===== config.mk =====
export PLATFORM = sky130hd
export DESIGN_NAME = fsm_input_conditioner
export DESIGN_NICKNAME = d
export VERILOG_FILES = /design/src/rtl/fsm_input_conditioner.sv
export SDC_FILE = /design/constraint.sdc
export NUM_CORES = 1
export LEC_CHECK = 0
export ABC_CLOCK_PERIOD_IN_PS = 1300
export BUFFER_PORTS_ARGS = -buffer_cell sky130_fd_sc_hd__buf_2
export CAP_MARGIN = 40
export CORE_AREA = 5 5 53 55
export DETAILED_ROUTE_END_ITERATION = 8
export DIE_AREA = 0 0 58 60
export PLACE_DENSITY = 0.67
export SLEW_MARGIN = 25
export SYNTH_ARGS = -nofsm -noshare
export SYNTH_HDL_FRONTEND = slang
export SYNTH_SLANG_ARGS = --single-unit

===== constraint.sdc =====
create_clock -name clk -period 1.3 [get_ports clk]
set_clock_uncertainty 0.05 [all_clocks]
set_input_delay 0.26 -clock clk [delete_from_list [all_inputs] [get_ports clk]]
set_output_delay 0.26 -clock clk [all_outputs]
set_load 0.01 [all_outputs]

===== src/rtl/fsm_input_conditioner.sv =====
// Input conditioner for a downstream FSM: two raw, possibly bouncing inputs are
// synchronized, debounced and presented as registered levels with a change pulse.

module fsm_input_conditioner_chan #(
  parameter int unsigned DEBOUNCE_CYCLES = 4,
  parameter int unsigned CNT_W           = 16
) (
  input  logic clk,
  input  logic rst_n,
  input  logic raw,
  output logic level,
  output logic chg
);

  localparam logic [CNT_W-1:0] CNT_MAX  = CNT_W'(DEBOUNCE_CYCLES - 32'd1);
  localparam logic [CNT_W-1:0] CNT_ZERO = {CNT_W{1'b0}};
  localparam logic [CNT_W-1:0] CNT_ONE  = CNT_W'(32'd1);

  logic             s1_d, s1_q;
  logic             s2_d, s2_q;
  logic [CNT_W-1:0] cnt_d, cnt_q;
  logic             out_d, out_q;

  // Synchronizer shift and debounce counter next-state; reset is synchronous.
  always_comb begin
    s1_d  = raw;
    s2_d  = s1_q;
    cnt_d = cnt_q;
    out_d = out_q;
    if (!rst_n) begin
      s1_d  = 1'b0;
      s2_d  = 1'b0;
      cnt_d = CNT_ZERO;
      out_d = 1'b0;
    end else if (s2_q == out_q) begin
      cnt_d = CNT_ZERO;
    end else if (cnt_q >= CNT_MAX) begin
      // >= rather than == so a corrupted counter still saturates instead of wrapping
      out_d = s2_q;
      cnt_d = CNT_ZERO;
    end else begin
      cnt_d = cnt_q + CNT_ONE;
    end
  end

  // State registers.
  always_ff @(posedge clk) begin
    s1_q  <= s1_d;
    s2_q  <= s2_d;
    cnt_q <= cnt_d;
    out_q <= out_d;
  end

  // Change strobe only used by the parent to build the registered event.
  always_comb begin
    chg = 1'b0;
    if (out_d != out_q) begin
      chg = 1'b1;
    end else begin
      chg = 1'b0;
    end
  end

  assign level = out_q;

endmodule

module fsm_input_conditioner #(
  parameter int unsigned DEBOUNCE_CYCLES = 4,
  parameter int unsigned CNT_W           = 16
) (
  input  logic clk,
  input  logic rst_n,
  input  logic a_raw,
  input  logic b_raw,
  output logic a,
  output logic b,
  output logic evt
);

  logic a_chg, b_chg;
  logic evt_d, evt_q;

  fsm_input_conditioner_chan #(
    .DEBOUNCE_CYCLES (DEBOUNCE_CYCLES),
    .CNT_W           (CNT_W)
  ) u_chan_a (
    .clk   (clk),
    .rst_n (rst_n),
    .raw   (a_raw),
    .level (a),
    .chg   (a_chg)
  );

  fsm_input_conditioner_chan #(
    .DEBOUNCE_CYCLES (DEBOUNCE_CYCLES),
    .CNT_W           (CNT_W)
  ) u_chan_b (
    .clk   (clk),
    .rst_n (rst_n),
    .raw   (b_raw),
    .level (b),
    .chg   (b_chg)
  );

  // One pulse per update edge, even when both channels accept together.
  always_comb begin
    evt_d = 1'b0;
    if (!rst_n) begin
      evt_d = 1'b0;
    end else begin
      evt_d = a_chg | b_chg;
    end
  end

  // Event register.
  always_ff @(posedge clk) begin
    evt_q <= evt_d;
  end

  assign evt = evt_q;

endmodule


==> impl_metrics.yaml, run 1 <==
power:
  swShare: 0.217
  switchingPower_mw: 0.410
  clock_power_share: 0.300
  p_per_area_nw_per_um2: 1440
  comb_power_share: 0.025
  p_leak_nw: 0.550
  ir_worst_vdd_mv: 1.14
  seq_power_share: 0.675
  cellInternalPower_mw: 1.48
timing:
  rsz0062_at_grt: "yes"
  min_period_over_period: 0.994
  drv_slew: 0
  period_needed_ps: 1290
  setup_ws_ps: 8.29
  fmax_mhz: 774
  setup_violations: 0
  hold_viol: 0
worst_setup_path:
  required_ps: 1520
  cp-start-kind: "flop"
  reg2reg_slack_ps: 8
  r2r_cells: 4
  critPathKind: "reg -> reg"
  cp-end-kind: "flop"
  cp_max_fo: 2
  crit_arrival_ps: 1510
synth:
  synth_area_leaders: "dfxtp_1 75%, nor4_2 7.2%, nor3_1 2.9%, and2_1 2.4%, ha_1 2.4%"
  yosys.area.top_type_share: 0.746
  synth_cell_types: 14
  synth_area_um2: 1050
  synth_warnings: 0
  synth_cells: 76
  ys_ff_latch: 39
  syn_avg_cell_area_um2: 13.8
  yosysSeqAreaShare: 0.746
  yosys.area.top_type: "dfxtp_1"
status:
  status: "completed"
global_route:
  antenna_found_initial: 0
  grt_pass1_vias: 564
  grt_pass1_wl_um: 2330
  grtUsageMet2: 0.150
  track_usage: 0.101
  grt_max_degree: 12
  use_met3: 0.0648
  overflow: 0
  met1_usage: 0.101
  gr-max-usage-layer: "met2"
drt:
  wirelength_um: 1450
  detail-route-antenna-nets: 0
  wl_per_cell_um: 9.95
  drc: 0
  first_pass_iters: 3
  vias: 575
  viasPerCell: 3.94
  drt-initial-drc-count: 14
place:
  dp_hpwl_um: 952
  gp_congestion: 0.618
  port_buffers: 6
  post-place-ws_ps: -82.1
floorplanning:
  io_pins: 7
  coreArea_um2: 2340
  start_util: 0.447
  placementRows: 18
  die_w_um: 58
  die_h_um: 60
  die-area_um2: 3480
clock_network:
  cts_hold_buf: 0
  cts_tree: "yes"
  cts_made_buffers: 5
  cts_sinks: 39
  cts_setup_buffers: 0
  cts-root-buf: "clkbuf_4"
  clock_latency_ps: 330
  clock_path_buffers: 2
  cts.htree.levels: 2
  path_clk_slew_ps: 100
cells_and_area:
  mostFrequentLayoutCells: "36 x dfxtp_1, 28 x conb_1, 6 x nand2_1, 6 x nor3_1, 6 x buf_2"
  antenna_cells: 0
  drive_gt1_frac: 0.216
  fin_util: 0.561
  layout_commonest_cell: "dfxtp_1"
  nets: 121
  final.fill_count: 213
  area_delta_synth_final_pct: 25.4
run:
  max-cap-violations: 0
worst_hold_path:
  hold_path_class: "in -> reg"
  worstHoldPathCells: 2
## path summary, 6_finish.rpt
check | startpoint | to
setup / recovery | u_chan_a.cnt_q[0] | u_chan_a.level
setup reg to reg | u_chan_a.cnt_q[0] | u_chan_a.level
hold reg to reg | u_chan_a.cnt_q[0] | u_chan_a.cnt_q[0]
hold / removal | a_raw | u_chan_a.s1_q
## through the flow
stage	hold WS [ps]	total power, mW	area (µm²)	setup TNS (ps)	instances
after floorplan	337	1.33	1150	0	103
after CTS	48.6	1.92	1290	-60.7	146
after global routing	45.6	1.98	1310	-167	146
after detailed placement	374	1.34	1210	-169	138
final	71.5	1.89	1310	0	146
after global placement	364	1.34	1210	-11.9	138
## layer usage
layer / share of wire / routed length (µm)
met1: 0.40 / 577
met2: 0.52 / 749
met3: 0.050 / 72
met4: 0.036 / 53
met5: 0 / 0
## flip-flops by register name, indices dropped and copies added (netlist names)
name,cells
u_chan_b.s2_q,1
evt,1
u_chan_a.s1_q,1
u_chan_a.cnt_q,16
u_chan_b.s1_q,1
u_chan_b.level,1
u_chan_b.cnt_q,16
u_chan_a.level,1
u_chan_a.s2_q,1
## logic make-up after synthesis
group | Yosys count | synth area share
AO/OA/AOI/OAI | 1 | 0.00598
buffers and inverters | 3 | 0.0108
AND/OR/NAND/NOR | 26 | 0.174
other | 1 | 0.00358
multiplexers | 2 | 0.0191
flip-flops | 39 | 0.746
XOR/XNOR | 2 | 0.0167
adder cells (fa/ha/maj) | 2 | 0.0239
## repair_timing
action,4_1_cts,5_1_grt
endpoints found under the setup margin,4,6
pin swaps,4,4
gates resized for setup,5,6
## cell usage after synthesis, drive strengths merged
cell / instances
nor4: 6
xor2: 2
and2: 4
dfxtp: 39
and4: 2
nand2: 6
o22ai: 1
inv: 2
nand4: 2
nor3: 6
mux2i: 2
conb: 1
clkbuf: 1
ha: 2
## power by group through the flow
stage	registers (mW)	logic (mW)	clock network, mW
CTS	1.28	0.0438	0.597
global placement	1.30	0.0415	0
floorplan	1.30	0.0284	0
global route	1.28	0.0568	0.642
finish	1.28	0.0476	0.568
detailed placement	1.30	0.0423	0
## critical path: stages, from the launching register on
cell and delay [ps]:
dfxtp_2 350, ha_4 160, nor4_4 230, and4_4 270
mux2i_1 170
## area by class of cell
class / instances / area, µm² / area share
flip-flops and latches: 39 / 785 / 0.597
multi-input cells: 61 / 404 / 0.308
clock buffers: 7 / 45.0 / 0.0343
well taps: 30 / 37.5 / 0.0286
repair buffers: 6 / 30.0 / 0.0229
inverters: 2 / 7.51 / 0.00571
clock inverters: 1 / 5.00 / 0.00381
Note: power is estimated with default switching activity, not from simulation.
==> inputs of run 2 (changes only) <==
--- a/config.mk
+++ b/config.mk
@@ -6,11 +6,11 @@
 export NUM_CORES = 1
 export LEC_CHECK = 0
 export ABC_CLOCK_PERIOD_IN_PS = 1300
-export BUFFER_PORTS_ARGS = -buffer_cell sky130_fd_sc_hd__buf_2
 export CAP_MARGIN = 40
-export CORE_AREA = 5 5 53 55
+export CORE_AREA = 5 5 52 54
 export DETAILED_ROUTE_END_ITERATION = 8
-export DIE_AREA = 0 0 58 60
+export DIE_AREA = 0 0 57 59
+export DONT_BUFFER_PORTS = 1
 export PLACE_DENSITY = 0.67
 export SLEW_MARGIN = 25
 export SYNTH_ARGS = -nofsm -noshare
==> run 2 against run 1 <==
Worst setup slack better by 41 ps. Non-clock buffer count down 2. Critical path depth unchanged. Global-route usage fell by 0.25 points. Sequential cell count did not move. Sequential share of layout area decreased by 3.1 points. Cell area rose by 5.3%. Die area down 3.4%. Critical path type unchanged. Cell count is 2.7% lower. Largest cell class unchanged. Maximum frequency is 3.2% higher.
==> impl_metrics.yaml, run 2 (synthesized netlist as in run 1, its figures left out) <==
floorplanning:
  die-area_um2: 3360
  placementRows: 17
  io_pins: 7
  start_util: 0.483
  die_w_um: 57
  coreArea_um2: 2170
  die_h_um: 59
cells_and_area:
  area_delta_synth_final_pct: 32.1
  largestRegisters: "u_chan_a.cnt_q x16, u_chan_b.cnt_q x16"
  antenna_cells: 0
  fin_util: 0.638
  area.sequential_um2: 783
  layout_commonest_cell: "dfxtp_1"
  mostFrequentLayoutCells: "37 x dfxtp_1, 28 x conb_1, 6 x nand2_1"
  design_area_um2: 1380
  nets: 119
  final.fill_count: 174
  drive_gt1_frac: 0.175
  multiInputGateArea_um2: 413
timing:
  rsz0062_at_grt: "yes"
  min_period_over_period: 0.962
  drv_slew: 0
  setup_violations: 0
  fmax_mhz: 799
  tns_ps: 0
  period_needed_ps: 1250
  hold_ws_ps: 18.3
  hold_viol: 0
clock_network:
  clock_latency_ps: 330
  clock_path_buffers: 2
  cts_sinks: 39
  cts_tree: "yes"
  path_clk_slew_ps: 120
  cts_setup_buffers: 0
  cts.htree.levels: 2
  cts-root-buf: "clkbuf_4"
  cts_made_buffers: 5
power:
  ir_worst_vdd_mv: 1.06
  p_per_area_nw_per_um2: 1660
  p_leak_nw: 0.565
drt:
  first_pass_iters: 2
  vias: 570
  drt-initial-drc-count: 13
  wirelength_um: 1390
  drc: 0
  viasPerCell: 4.01
  detail-route-antenna-nets: 0
  wl_per_cell_um: 9.82
worst_hold_path:
  hold_path_class: "in -> reg"
global_route:
  grt_pass1_vias: 574
  grt_max_degree: 14
  overflow: 0
  track_usage: 0.0989
  grt_pass1_wl_um: 2370
  antenna_found_initial: 0
place:
  dp_hpwl_um: 894
  placed_area_um2: 1180
  port_buffers: 0
  gp_congestion: 0.726
worst_setup_path:
  crit_arrival_ps: 1470
  cp-start-kind: "flop"
  required_ps: 1510
  cp-end-kind: "flop"
  critPathKind: "reg -> reg"
  cp_max_fo: 2
run:
  max-cap-violations: 0
status:
  status: "completed"
run 2: path summary, 6_finish.rpt:
kind,slack (ps),start,cells past startpoint,endpoint
max,50,u_chan_b.cnt_q[0],4,u_chan_b.level
min,20,rst_n,2,u_chan_a.level
max reg2reg,50,u_chan_b.cnt_q[0],4,u_chan_b.level
min reg2reg,370,u_chan_a.cnt_q[0],1,u_chan_a.cnt_q[0]
run 2: routing by layer:
layer  track usage  up-vias  wire length [µm]
li1              -      304                 -
met1         0.102      253               598
met2         0.153       11               699
met3        0.0479        2                81
met4        0.0795        0                14
met5             0        -                 0
run 2: what timing repair did:
item                                    CTS  global route
endpoints found under the hold margin     4             1
gates resized for setup                   2             9
hold buffers                              3             1
endpoints found under the setup margin    3             4
pin swaps                                 2             1
run 2: power by group:
group / total, mW / leakage [nW] / switching, mW / internal [mW]
registers: 1.29 / 0.327 / 0.0351 / 1.25
logic: 0.0472 / 0.186 / 0.0217 / 0.0255
clock network: 0.970 / 0.0514 / 0.372 / 0.598
total: 2.30 / 0.565 / 0.429 / 1.88
run 2: layout make-up:
cell class | count | share of cell area
sequential | 39 | 0.566
multi-input combinational | 61 | 0.298
clock inverter | 3 | 0.0488
timing repair buffer | 4 | 0.0289
clock buffer | 5 | 0.0271
tap | 28 | 0.0253
inverter | 2 | 0.00542
run 2: worst max-delay path: stages, from the launching register on:
cell and delay [ps]:
dfxtp_2 350, ha_2 190, nor4_4 150, and4_4 270
mux2i_1 190
run 2: through the flow:
step / std cells / setup WS [ps] / power [mW]
4_1_cts: 141 / 18.6 / 2.30
3_5_place_dp: 130 / -57.1 / 1.33
6_report: 142 / 48.9 / 2.30
2_1_floorplan: 103 / 21.1 / 1.33
3_3_place_gp: 130 / 2.86 / 1.33
5_1_grt: 142 / -24.1 / 2.40
